`config.mk`:
```
export PLATFORM = sky130hd
export DESIGN_NAME = uart_rx_os
export DESIGN_NICKNAME = d
export VERILOG_FILES = /design/src/rtl/uart_rx_os.sv
export SDC_FILE = /design/constraint.sdc
export NUM_CORES = 1
export LEC_CHECK = 0
export BUFFER_PORTS_ARGS = -buffer_cell sky130_fd_sc_hd__clkbuf_2
export CAP_MARGIN = 20
export CORE_ASPECT_RATIO = 1.25
export CORE_MARGIN = 10
export CORE_UTILIZATION = 36
export DETAILED_ROUTE_END_ITERATION = 12
export HOLD_SLACK_MARGIN = 0.06
export PLACE_DENSITY = 0.61
export SYNTH_ARGS = -nofsm -noshare
export SYNTH_HDL_FRONTEND = slang
export SYNTH_SLANG_ARGS = --single-unit
```
`constraint.sdc`:
```
create_clock -name clk -period 7.6 [get_ports clk]
set_input_delay 1.14 -clock clk [delete_from_list [all_inputs] [get_ports clk]]
set_output_delay 1.14 -clock clk [all_outputs]
set_load 0.02 [all_outputs]
```
`src/rtl/uart_rx_os.sv`:
```
// Oversampling UART receiver: configurable frame format, 3-sample majority vote per bit,
// parity/framing/overrun reporting behind a ready/clear handshake.
module uart_rx_os #(
  parameter int CLK_FRQ    = 50_000_000,
  parameter int BAUD_RATE  = 115200,
  parameter int OVERSAMPLE = 16,
  parameter int DATA_BITS  = 8,
  parameter int PARITY     = 0,
  parameter int STOP_BITS  = 1
) (
  input  logic                 clk,
  input  logic                 reset,
  input  logic                 rx_in,
  output logic [DATA_BITS-1:0] rx_data,
  output logic                 rx_data_ready,
  output logic                 rx_parity_err,
  output logic                 rx_frame_err,
  output logic                 rx_overrun,
  input  logic                 rx_clear,
  output logic                 rx_busy
);
  localparam int DIV = CLK_FRQ / (BAUD_RATE * OVERSAMPLE);
  localparam int MID = OVERSAMPLE / 2;

  typedef enum logic [2:0] {
    S_IDLE, S_START, S_DATA, S_PARITY, S_STOP, S_WAIT_HIGH
  } state_t;

  state_t               state;
  logic                 sync_p0, sync_p1, s_rx, s_rx_d;
  logic [15:0]          div_cnt;
  logic [15:0]          tick_cnt;
  logic [3:0]           bit_cnt;
  logic [1:0]           samp;
  logic [DATA_BITS-1:0] shreg;
  logic                 perr, ferr;
  logic                 tick, last_tick, vote_tick, vote, exp_par, final_stop, complete;

  function automatic logic maj3(input logic a, input logic b, input logic c);
    return (a & b) | (a & c) | (b & c);
  endfunction

  assign s_rx       = sync_p1;
  assign tick       = (state != S_IDLE) && (div_cnt == 16'(DIV - 1));
  assign last_tick  = tick && (tick_cnt == 16'(OVERSAMPLE - 1));
  assign vote_tick  = tick && (tick_cnt == 16'(MID + 1));
  assign vote       = maj3(samp[0], samp[1], s_rx);
  assign exp_par    = (^shreg) ^ (PARITY == 1);
  assign final_stop = (bit_cnt == 4'(STOP_BITS - 1));
  assign complete   = (state == S_STOP) && vote_tick && final_stop;

  // Stage p0/p1: two-flop synchroniser, preset to the idle line level
  always_ff @(posedge clk) begin
    if (reset) begin
      sync_p0 <= 1'b1;
      sync_p1 <= 1'b1;
      s_rx_d  <= 1'b1;
    end else begin
      sync_p0 <= rx_in;
      sync_p1 <= sync_p0;
      s_rx_d  <= sync_p1;
    end
  end

  always_ff @(posedge clk) begin
    if (reset) begin
      state         <= S_IDLE;
      div_cnt       <= '0;
      tick_cnt      <= '0;
      bit_cnt       <= '0;
      perr          <= 1'b0;
      ferr          <= 1'b0;
      rx_busy       <= 1'b0;
      rx_data       <= '0;
      rx_data_ready <= 1'b0;
      rx_parity_err <= 1'b0;
      rx_frame_err  <= 1'b0;
      rx_overrun    <= 1'b0;
    end else begin
      if (state == S_IDLE) begin
        div_cnt  <= '0;
        tick_cnt <= '0;
      end else if (tick) begin
        div_cnt  <= '0;
        tick_cnt <= last_tick ? 16'd0 : tick_cnt + 16'd1;
      end else begin
        div_cnt <= div_cnt + 16'd1;
      end

      if (tick && tick_cnt == 16'(MID - 1)) samp[0] <= s_rx;
      if (tick && tick_cnt == 16'(MID))     samp[1] <= s_rx;

      case (state)
        S_IDLE: begin
          perr    <= 1'b0;
          ferr    <= 1'b0;
          bit_cnt <= '0;
          if (s_rx_d && !s_rx) begin
            state   <= S_START;
            rx_busy <= 1'b1;
          end
        end
        S_START: begin
          if (vote_tick && vote) begin
            state   <= S_IDLE;
            rx_busy <= 1'b0;
          end else if (last_tick) begin
            state <= S_DATA;
          end
        end
        S_DATA: begin
          if (vote_tick) shreg <= {vote, shreg[DATA_BITS-1:1]};
          if (last_tick) begin
            if (bit_cnt == 4'(DATA_BITS - 1)) begin
              bit_cnt <= '0;
              state   <= (PARITY != 0) ? S_PARITY : S_STOP;
            end else begin
              bit_cnt <= bit_cnt + 4'd1;
            end
          end
        end
        S_PARITY: begin
          if (vote_tick) perr <= (PARITY != 0) && (vote != exp_par);
          if (last_tick) state <= S_STOP;
        end
        S_STOP: begin
          if (vote_tick && !vote) ferr <= 1'b1;
          // The frame completes mid-stop-bit so a following start edge is never missed
          if (complete) begin
            state   <= vote ? S_IDLE : S_WAIT_HIGH;
            rx_busy <= !vote;
          end else if (last_tick) begin
            bit_cnt <= bit_cnt + 4'd1;
          end
        end
        S_WAIT_HIGH: begin
          if (s_rx) begin
            state   <= S_IDLE;
            rx_busy <= 1'b0;
          end
        end
        default: begin
          state   <= S_IDLE;
          rx_busy <= 1'b0;
        end
      endcase

      if (complete) begin
        if (!rx_data_ready || rx_clear) begin
          rx_data       <= shreg;
          rx_parity_err <= perr;
          rx_frame_err  <= ferr | ~vote;
          rx_data_ready <= 1'b1;
          if (rx_clear) rx_overrun <= 1'b0;
        end else begin
          rx_overrun <= 1'b1;
        end
      end else if (rx_clear) begin
        rx_data_ready <= 1'b0;
        rx_parity_err <= 1'b0;
        rx_frame_err  <= 1'b0;
        rx_overrun    <= 1'b0;
      end
    end
  end
endmodule

```
==> impl_metrics.csv <==
group,metric,value,unit
min_path,hp-class,"flip-flop to flip-flop",
setup_path,critPathCaptureType,"flip-flop",
sta,fmax,383.7,MHz
cells_and_area,layout_common_cells,"dfxtp_1 (55), nor2_1 (48), nand2b_1 (21)",
clock_tree,cts_sinks,65,
die,core-area,9125,sq um
die,fp.dieW,106.2,microns
sta,finalSetupViolCount,0,
clock_tree,htree_levels,3,
clock_tree,cts_made_buffers,9,
routing,drt_iter0_drc,77,
routing,viasPerCell,5.039,
cells_and_area,post-route-util,41.62,%
status,status,"completed",
placement,globalplace.congestion,0.7901,
sta,fin_crit_sh,34.29,%
yosys,ys_ff_latch,65,
sta,finalClockSkew,0.006228,ns
clock_tree,post_cts_buffers,0,
setup_path,crit_required,7.64,ns
global_routing,antenna_found_initial,0,
yosys,synth_warnings,0,
power_and_ir_drop,power.density,245.7,nW/um^2
sta,min_period,2.606,ns
placement,pre_cts_ws,4.902,ns
die,start_util,36.67,%
setup_path,cpMaxStageDelayCell,"nor3_1",
global_routing,grt_max_degree,38,
yosys,syn_area_per_cell,9.670,sq um
cells_and_area,area_delta_synth_final,13.50,%
sta,finalHoldViolations,0,
yosys,synthFlopType,"dfxtp_1",
yosys,syn-cell-area,3346,sq um
power_and_ir_drop,total_power,933.0,uW
setup_path,critPathArrivalTime,2.64,ns
clock_tree,clock-root-buffer,"clkbuf_16",
global_routing,grt_pass1_wl,11510,microns
sta,layout_setup_ws,4.994,ns
routing,first_pass_iters,4,
sta,slew_headroom,31.46,%
cells_and_area,n_antenna_cell,0,
placement,hpwlAfterDp,4705,microns
yosys,synth_edf_count,10,
sta,worst_pin_slew,1.028,ns
yosys,synthArstFlopShare,0,%
sta,maxSlewViolCount,0,
sta,finalSetupTns,0,ns
global_routing,gr-total-overflow,0,
global_routing,grt_pass1_vias,2465,
clock_tree,cts_tree,"done",
routing,num_vias,2449,
placement,io_buffers,15,
die,pin_count,17,
global_routing,grt_use_total,10.28,%
cells_and_area,nets,369,
placement,place_area,3458,sq um
cells_and_area,drive_gt1_share,17.08,%
die,die_area,13570,sq um
routing,remaining_drc_errors,0,
power_and_ir_drop,p_leak,0.001251,uW
cells_and_area,fill_cells,904,
yosys,seq_area_frac_synth,41.88,%
job,max_cap_viol_count,0,
yosys,netlist_instances,346,
clock_tree,cts_hold_buf,0,
die,die_height,127.8,microns
sta,grt_setup_unrepaired,"no",
clock_tree,path_clk_slew,0.06,ns
cells_and_area,final_area,3797,sq um
yosys,synth.distinct_cells,62,
routing,wl_per_cell,13.71,microns
setup_path,critPathKind,"flip-flop to flip-flop",
die,num_rows,39,
clock_tree,cts_buffer_depth,2,
cells_and_area,final_common_cell,"dfxtp_1",
clock_tree,clk_latency,0.33,ns
setup_path,worstPathMaxFanout,13,
setup_path,start_kind,"flip-flop",
setup_path,crit_chain,"inv_1 > ha_1 > nor4b_4 > nand4_2 > nor3_1 > nor4b_1 > buf_4",
routing,routed_wl,6661,microns
clock_tree,cts_resized,0,
power_and_ir_drop,irDropWorstVdd,0.0001317,V
setup_path,cp_slowest_stage_delay,0.55,ns
yosys,synth_nets,357,
routing,drt.antenna.violating_nets,0,
## logic make-up (layout without fill, tap and decap cells)
logic type | after synthesis | in the layout | synth area share, %
xor+xnor | 29 | 29 | 7.592
mux | 11 | 11 | 3.291
buf+inv | 26 | 43 | 5.049
fa+ha+maj | 7 | 7 | 2.618
other cells | 1 | 1 | 0.1121
flops | 65 | 65 | 41.88
simple gates | 175 | 175 | 31.75
compound gates | 32 | 32 | 7.704
## power breakdown
part	internal [uW]	leakage, uW	switching (uW)	total, uW
Sequential	355	0.000524	11.8	367
Clock	307	0.000161	154	460
Combinational	36.4	0.000565	69.1	105
Total	698	0.00125	235	933
## through the flow
stage	hold WS [ns]	instances
floorplan	0.3895	346
global placement	0.3961	470
detailed placement	0.3986	470
CTS	0.4121	486
global route	0.4264	486
finish	0.4083	486
## registers in the layout, summed over array words and instances (netlist names), 2 cells and up
signal and cells:
div_cnt 16, tick_cnt 16, rx_data 8, shreg 8, bit_cnt 4, state 3, samp 2
## layout make-up
| cell class | instances | area (sq um) | area share (%) |
|---|---|---|---|
| clock buffers | 10 | 250.2 | 6.590 |
| clock inverters | 6 | 88.84 | 2.339 |
| inverters | 10 | 37.54 | 0.9885 |
| multi-input cells | 255 | 1775 | 46.75 |
| flip-flops and latches | 65 | 1401 | 36.90 |
| well taps | 123 | 153.9 | 4.053 |
| repair buffers | 17 | 90.09 | 2.372 |
## metal layers
| layer | up-vias | GRT usage, % | share of wire, % |
|---|---|---|---|
| met4 | 0 | 5.347 | 2.2 |
| met3 | 12 | 2.817 | 3.6 |
| met1 | 1151 | 11.45 | 45 |
| met5 | - | 0 | 0 |
| met2 | 39 | 17.53 | 49 |
| li1 | 1247 | - | - |
## worst max-delay path: cells and delay by family, from the launching register on
family	cells	cell delay (ns)
buffers and inverters	2	0.29
flip-flops	1	0.33
adder cells (fa/ha/maj)	1	0.13
AND/OR/NAND/NOR	4	1.55
## worst paths after layout
kind                         start                 end  slack (ns)  depth (start not counted)
min             sync_p0$_SDFF_PP1_     s_rx$_SDFF_PP1_        0.41                          1
max          div_cnt[0]$_SDFF_PP0_  shreg[4]$_DFFE_PP_        4.99                          7
max reg2reg  div_cnt[0]$_SDFF_PP0_  shreg[4]$_DFFE_PP_        4.99                          7
min reg2reg     sync_p0$_SDFF_PP1_     s_rx$_SDFF_PP1_        0.41                          1
## synth_stat cells (all sizes together), types with 4 or more instances
cell	n	area, sq um
a21oi	4	20.02
nor2	48	180.2
and4	4	37.54
xnor2	19	166.4
nor4	14	172.7
nand4	9	75.08
edfxtp	10	300.3
or2	4	25.02
buf	11	91.33
nand2b	21	131.4
nand3	17	90.09
dfxtp	55	1101
inv	10	37.54
xor2	10	87.58
ha	7	87.58
nand2	18	67.56
clkbuf	5	40.04
nor3	14	70.07
and3	8	51.30
o21ai	8	40.03
mux2i	11	110.1
No activity file was read; power rests on OpenSTA's default activity.
